<file path="config.mk">
export PLATFORM = sky130hd
export DESIGN_NAME = rx_frame_parser
export DESIGN_NICKNAME = d
export VERILOG_FILES = /design/src/rtl/rx_frame_parser.sv
export SDC_FILE = /design/constraint.sdc
export NUM_CORES = 1
export LEC_CHECK = 0
export ABC_AREA = 1
export BUFFER_PORTS_ARGS = -buffer_cell sky130_fd_sc_hd__buf_2
export CORE_MARGIN = 3
export CORE_UTILIZATION = 45
export DETAILED_ROUTE_END_ITERATION = 16
export HOLD_SLACK_MARGIN = 0.1
export PLACE_DENSITY = 0.67
export SYNTH_ARGS = -nofsm -noshare
export SYNTH_HDL_FRONTEND = slang
export SYNTH_SLANG_ARGS = --single-unit
export TNS_END_PERCENT = 100
</file>
<file path="constraint.sdc">
create_clock -name clock -period 13.7 [get_ports clock]
set_input_delay 3.425 -clock clock [delete_from_list [all_inputs] [get_ports clock]]
set_output_delay 3.425 -clock clock [all_outputs]
set_load 0.01 [all_outputs]
</file>
<file path="src/rtl/rx_frame_parser.sv">
// rx_frame_parser: strips preamble/SFD, extracts MACs, EtherType and length.
// Optional runt drop: define RX_FRAME_PARSER_RUNT_FILTER_EN.
module rx_frame_parser #(
  parameter int MIN_FRAME_BYTES = 64,
  parameter int MAX_FRAME_BYTES = 1518
) (
  input  logic        clock,
  input  logic        reset,
  input  logic [7:0]  in_data,
  input  logic        in_valid,
  input  logic        in_frame,
  output logic        out_valid,
  input  logic        out_ready,
  output logic [47:0] out_destin_mac,
  output logic [47:0] out_source_mac,
  output logic [15:0] out_ethertype,
  output logic [15:0] out_length,
  output logic [15:0] drop_count
);

  localparam logic [15:0] MIN_LEN = 16'(MIN_FRAME_BYTES);
  localparam logic [15:0] MAX_LEN = 16'(MAX_FRAME_BYTES);
`ifdef RX_FRAME_PARSER_RUNT_FILTER_EN
  localparam bit RUNT_EN = 1'b1;
`else
  localparam bit RUNT_EN = 1'b0;
`endif

  typedef enum logic [2:0] {
    S_IDLE, S_PREAMBLE, S_HEADER,
    S_PAYLOAD, S_REPORT, S_DISCARD
  } state_t;

  state_t      r_state;
  logic [15:0] r_count;
  logic [15:0] r_length;
  logic [15:0] r_drops;
  logic [47:0] r_destin;
  logic [47:0] r_source;
  logic [15:0] r_type;
  logic        r_valid;

  logic [7:0]  w_byte;
  logic [15:0] w_len;
  logic [15:0] w_drop_inc;
  logic        w_last_hdr;
  logic        w_too_long;
  logic        w_runt;

  // MII delivers the low nibble first, so the assembler's byte is swapped
  assign w_byte     = {in_data[3:0], in_data[7:4]};
  assign w_len      = in_valid ? r_count + 16'd1 : r_count;
  assign w_drop_inc = (r_drops == 16'hFFFF) ? r_drops
                                            : r_drops + 16'd1;
  assign w_last_hdr = in_valid && (r_count == 16'd13);
  assign w_too_long = in_valid && (w_len > MAX_LEN);
  assign w_runt     = RUNT_EN && (w_len < MIN_LEN);

  always_ff @(posedge clock or posedge reset) begin
    if (reset) begin
      r_state  <= S_IDLE;
      r_count  <= '0;
      r_length <= '0;
      r_drops  <= '0;
      r_destin <= '0;
      r_source <= '0;
      r_type   <= '0;
      r_valid  <= 1'b0;
    end else begin
      unique case (r_state)
        S_IDLE: begin
          if (in_frame) r_state <= S_PREAMBLE;
        end
        S_PREAMBLE: begin
          if (in_valid && in_data == 8'h5D) begin
            r_count <= '0;
            if (in_frame) begin
              r_state <= S_HEADER;
            end else begin
              r_state <= S_IDLE;
              r_drops <= w_drop_inc;
            end
          end else if (in_valid && in_data != 8'h55) begin
            r_drops <= w_drop_inc;
            r_state <= in_frame ? S_DISCARD : S_IDLE;
          end else if (!in_frame) begin
            r_state <= S_IDLE;
          end
        end
        S_HEADER: begin
          if (in_valid) begin
            r_count <= w_len;
            if (r_count < 16'd6)
              r_destin <= {r_destin[39:0], w_byte};
            else if (r_count < 16'd12)
              r_source <= {r_source[39:0], w_byte};
            else
              r_type <= {r_type[7:0], w_byte};
          end
          if (w_last_hdr && !in_frame) begin
            if (w_runt) begin
              r_state <= S_IDLE;
              r_drops <= w_drop_inc;
            end else begin
              r_state  <= S_REPORT;
              r_length <= w_len;
              r_valid  <= 1'b1;
            end
          end else if (w_last_hdr) begin
            r_state <= S_PAYLOAD;
          end else if (!in_frame) begin
            r_state <= S_IDLE;
            r_drops <= w_drop_inc;
          end
        end
        S_PAYLOAD: begin
          if (w_too_long) begin
            r_drops <= w_drop_inc;
            r_state <= in_frame ? S_DISCARD : S_IDLE;
          end else begin
            r_count <= w_len;
            if (!in_frame) begin
              if (w_runt) begin
                r_state <= S_IDLE;
                r_drops <= w_drop_inc;
              end else begin
                r_state  <= S_REPORT;
                r_length <= w_len;
                r_valid  <= 1'b1;
              end
            end
          end
        end
        S_REPORT: begin
          if (out_ready) begin
            r_valid <= 1'b0;
            // a new frame began while the result waited: it is unusable
            if (in_frame) begin
              r_state <= S_DISCARD;
              r_drops <= w_drop_inc;
            end else begin
              r_state <= S_IDLE;
            end
          end
        end
        S_DISCARD: begin
          if (!in_frame) r_state <= S_IDLE;
        end
      endcase
    end
  end

  assign out_valid      = r_valid;
  assign out_destin_mac = r_destin;
  assign out_source_mac = r_source;
  assign out_ethertype  = r_type;
  assign out_length     = r_length;
  assign drop_count     = r_drops;

endmodule

</file>
==> results.json <==
{
  "cts-root-buf": "clkbuf_16",
  "setup-tns-final_ns": 0,
  "synth_top_area_share": 0.505,
  "die_area_mm2": 0.0197,
  "yosys.area.top_type": "dfrtp_1",
  "gp_congestion": 0.906,
  "antenna_found_initial": 0,
  "mappedNetlistNets": 1015,
  "clock_skew_ns": 0.00929,
  "clk_path_buf_depth": 2,
  "drt_iter0_drc": 585,
  "antenna-diode-count": 0,
  "crit-reg2reg-launch": "r_state[2]",
  "cts_tree": "yes",
  "cts_made_buffers": 17,
  "dr.pass1.iters": 6,
  "avgSynthCellArea_um2": 8.14,
  "drt-total-wl_um": 20700,
  "post_dp_cell_area_mm2": 0.00906,
  "fillers": 1668,
  "cp-start-kind": "primary input",
  "wl_met1_um": 9310,
  "postCtsResizedCells": 0,
  "hold_start": "out_length[0]",
  "die_h_um": 140,
  "post_cts_buffers": 0,
  "drv_cap": 0,
  "crit_required_ns": 14.01,
  "hp-class": "reg2reg",
  "yosys_warnings": 0,
  "max_freq_ghz": 0.189,
  "min_period_ns": 5.28,
  "layout-drive-gt1-share": 0.229,
  "worstMarginPinSlew_ns": 1.03,
  "r2r_cells": 7,
  "die_x_um": 140,
  "start_util": 0.465,
  "row_count": 48,
  "core-area_mm2": 0.0175,
  "dp_hpwl_um": 14500,
  "ys_ff_latch": 164,
  "crit-reg2reg-capture": "out_source_mac[47]",
  "top_layer": "met4",
  "rsz0062_at_grt": "no",
  "slew_headroom": 0.311,
  "vias": 7090,
  "critPathKind": "in2reg",
  "finalSetupViolCount": 0,
  "numPortBuffers": 157,
  "synth_cell_types": 40,
  "clock-sinks": 164,
  "synth-edff-count": 0,
  "yosys-top-cells-area": "dfrtp_1 50%, nand2_1 15%, o21ai_0 4.8%",
  "final_hold_viol_count": 0,
  "grt_max_degree": 112,
  "area_growth_pct": 18.8,
  "slew_viol_final": 0,
  "synth_seq_area_share": 0.505,
  "post_drt_wl_per_cell_um": 15.0,
  "arrival_ns": 5.59,
  "drcViolationCount": 0,
  "post_drt_via_cell_ratio": 5.14,
  "status": "complete, no violations",
  "design_area_mm2": 0.00966,
  "end_kind": "flop",
  "ios": 158,
  "synthCells": 999,
  "crit_path_max_fanout": 35,
  "clock_latency_ns": 0.43,
  "first_global_vias": 6805,
  "synthFlopType": "dfrtp_1",
  "ys_async_sr_fraction": 1.00,
  "overflow": 0,
  "ctsHoldBuffers": 0,
  "dp.cells": 1348,
  "leakage_uw": 0.00538,
  "hold_depth": 2,
  "power.density_mw_per_mm2": 125,
  "synthesis.area_mm2": 0.00813,
  "worst_hold_path.endpoint": "out_length[0]",
  "grt_util_all_layers": 0.212,
  "final_cells": 1380,
  "irDropWorstVdd_mv": 0.101,
  "finalCritPeriodShare": 0.385,
  "drtAntennaViolNets": 0,
  "met2_length_um": 9970,
  "wl_met3_um": 1120,
  "r2r_slack_ns": 11.02,
  "htree_levels": 4,
  "clk_pin_slew_ns": 0.06,
  "fin_nets": 1158,
  "grt_pass1_wl_um": 34500
}
## layout make-up
| class | count | area [µm²] | area share |
|---|---|---|---|
| Clock buffer | 18 | 439 | 0.0455 |
| Multi-Input combinational cell | 697 | 3470 | 0.359 |
| Inverter | 100 | 380 | 0.0394 |
| Sequential cell | 164 | 4100 | 0.425 |
| Timing Repair Buffer | 162 | 823 | 0.0852 |
| Clock inverter | 14 | 164 | 0.0170 |
| Tap cell | 225 | 282 | 0.0291 |
## how the worst max path moves through the flow
stage	startpoint	endpoint	slack (ns)
floorplan	reset	drop_count[0]	5.84
global placement	in_valid	out_length[13]	8.09
detailed placement	in_valid	out_length[10]	8.00
CTS	in_valid	out_length[10]	8.46
global route	in_valid	out_length[2]	8.13
finish	in_valid	r_count[6]	8.42
## synth_stat cells (2+ instances only)
library cell,count
a21oi_1,32
a31oi_1,2
buf_1,2
buf_2,6
buf_4,4
buf_6,3
clkbuf_1,22
clkinv_1,3
dfrtp_1,164
ha_1,3
inv_1,93
inv_2,4
mux2_2,16
nand2_1,325
nand2_2,22
nand2_4,3
nand2_8,2
nand3_1,58
nand3_4,3
nand3b_1,2
nand4_1,45
nor2_1,56
nor2_2,4
nor2_4,4
nor3_1,5
nor4_1,5
o211ai_1,3
o21ai_0,78
o21ai_1,4
o22ai_1,2
or2_2,5
xor2_1,11
## metal layers
layer / track usage / vias up
met5: 0 / -
met4: 0.0622 / 0
met3: 0.0399 / 26
met2: 0.349 / 194
met1: 0.288 / 3338
li1: - / 3532
## power breakdown
part           total, µW  switching (µW)  internal [µW]
clock                482             218            264
sequential           528            26.1            502
combinational        200             135           64.5
total               1210             379            831
## worst max-delay path, stage by stage
cell,delay [ns]
buf_2,0.28
nand2_1,0.19
nor2_4,0.18
nand4_1,0.15
o21ai_1,0.14
nand2_1,0.10
nor2_1,0.10
nand2_1,0.09
nor2_4,0.10
nand2_4,0.08
nand3_4,0.29
nand3_4,0.27
nand2_1,0.12
nand2_1,0.06
## state kept, by name, indices dropped and copies added (netlist names)
register	cells
r_count	16
out_destin_mac	48
out_valid	1
out_length	16
out_ethertype	16
r_state	3
drop_count	16
out_source_mac	48
## cell families after synthesis
logic type / after synthesis / share of synthesized area
flip-flops: 164 / 0.505
adder cells (fa/ha/maj): 3 / 0.00462
AND/OR/NAND/NOR: 541 / 0.304
AO/OA/AOI/OAI: 126 / 0.0820
buffers and inverters: 138 / 0.0712
XOR/XNOR: 11 / 0.0118
multiplexers: 16 / 0.0222
## cells in the final DEF, fill, tap and decap left out, types with 5 or more instances in the layout
master       n
a21oi_1     32
buf_2      157
buf_4        5
clkbuf_16   17
dfrtp_1    164
inv_1       92
mux2_2      16
nand2_1    325
nand2_2     22
nand3_1     57
nand4_1     45
nor2_1      55
nor2_2       5
nor3_1       5
nor4_1       5
o21ai_0     78
or2_2        5
xor2_1      11
## metrics by stage
step	util	hold WS [ns]	setup slack (ns)	total power [µW]
2_1_floorplan	-	0.481	5.84	684
3_3_place_gp	0.518	0.451	8.09	734
3_5_place_dp	0.518	0.459	8.00	737
4_1_cts	0.553	0.475	8.46	1220
5_1_grt	0.553	0.493	8.13	1270
6_report	0.553	0.467	8.42	1210
Note: power is estimated with default switching activity, not from simulation.
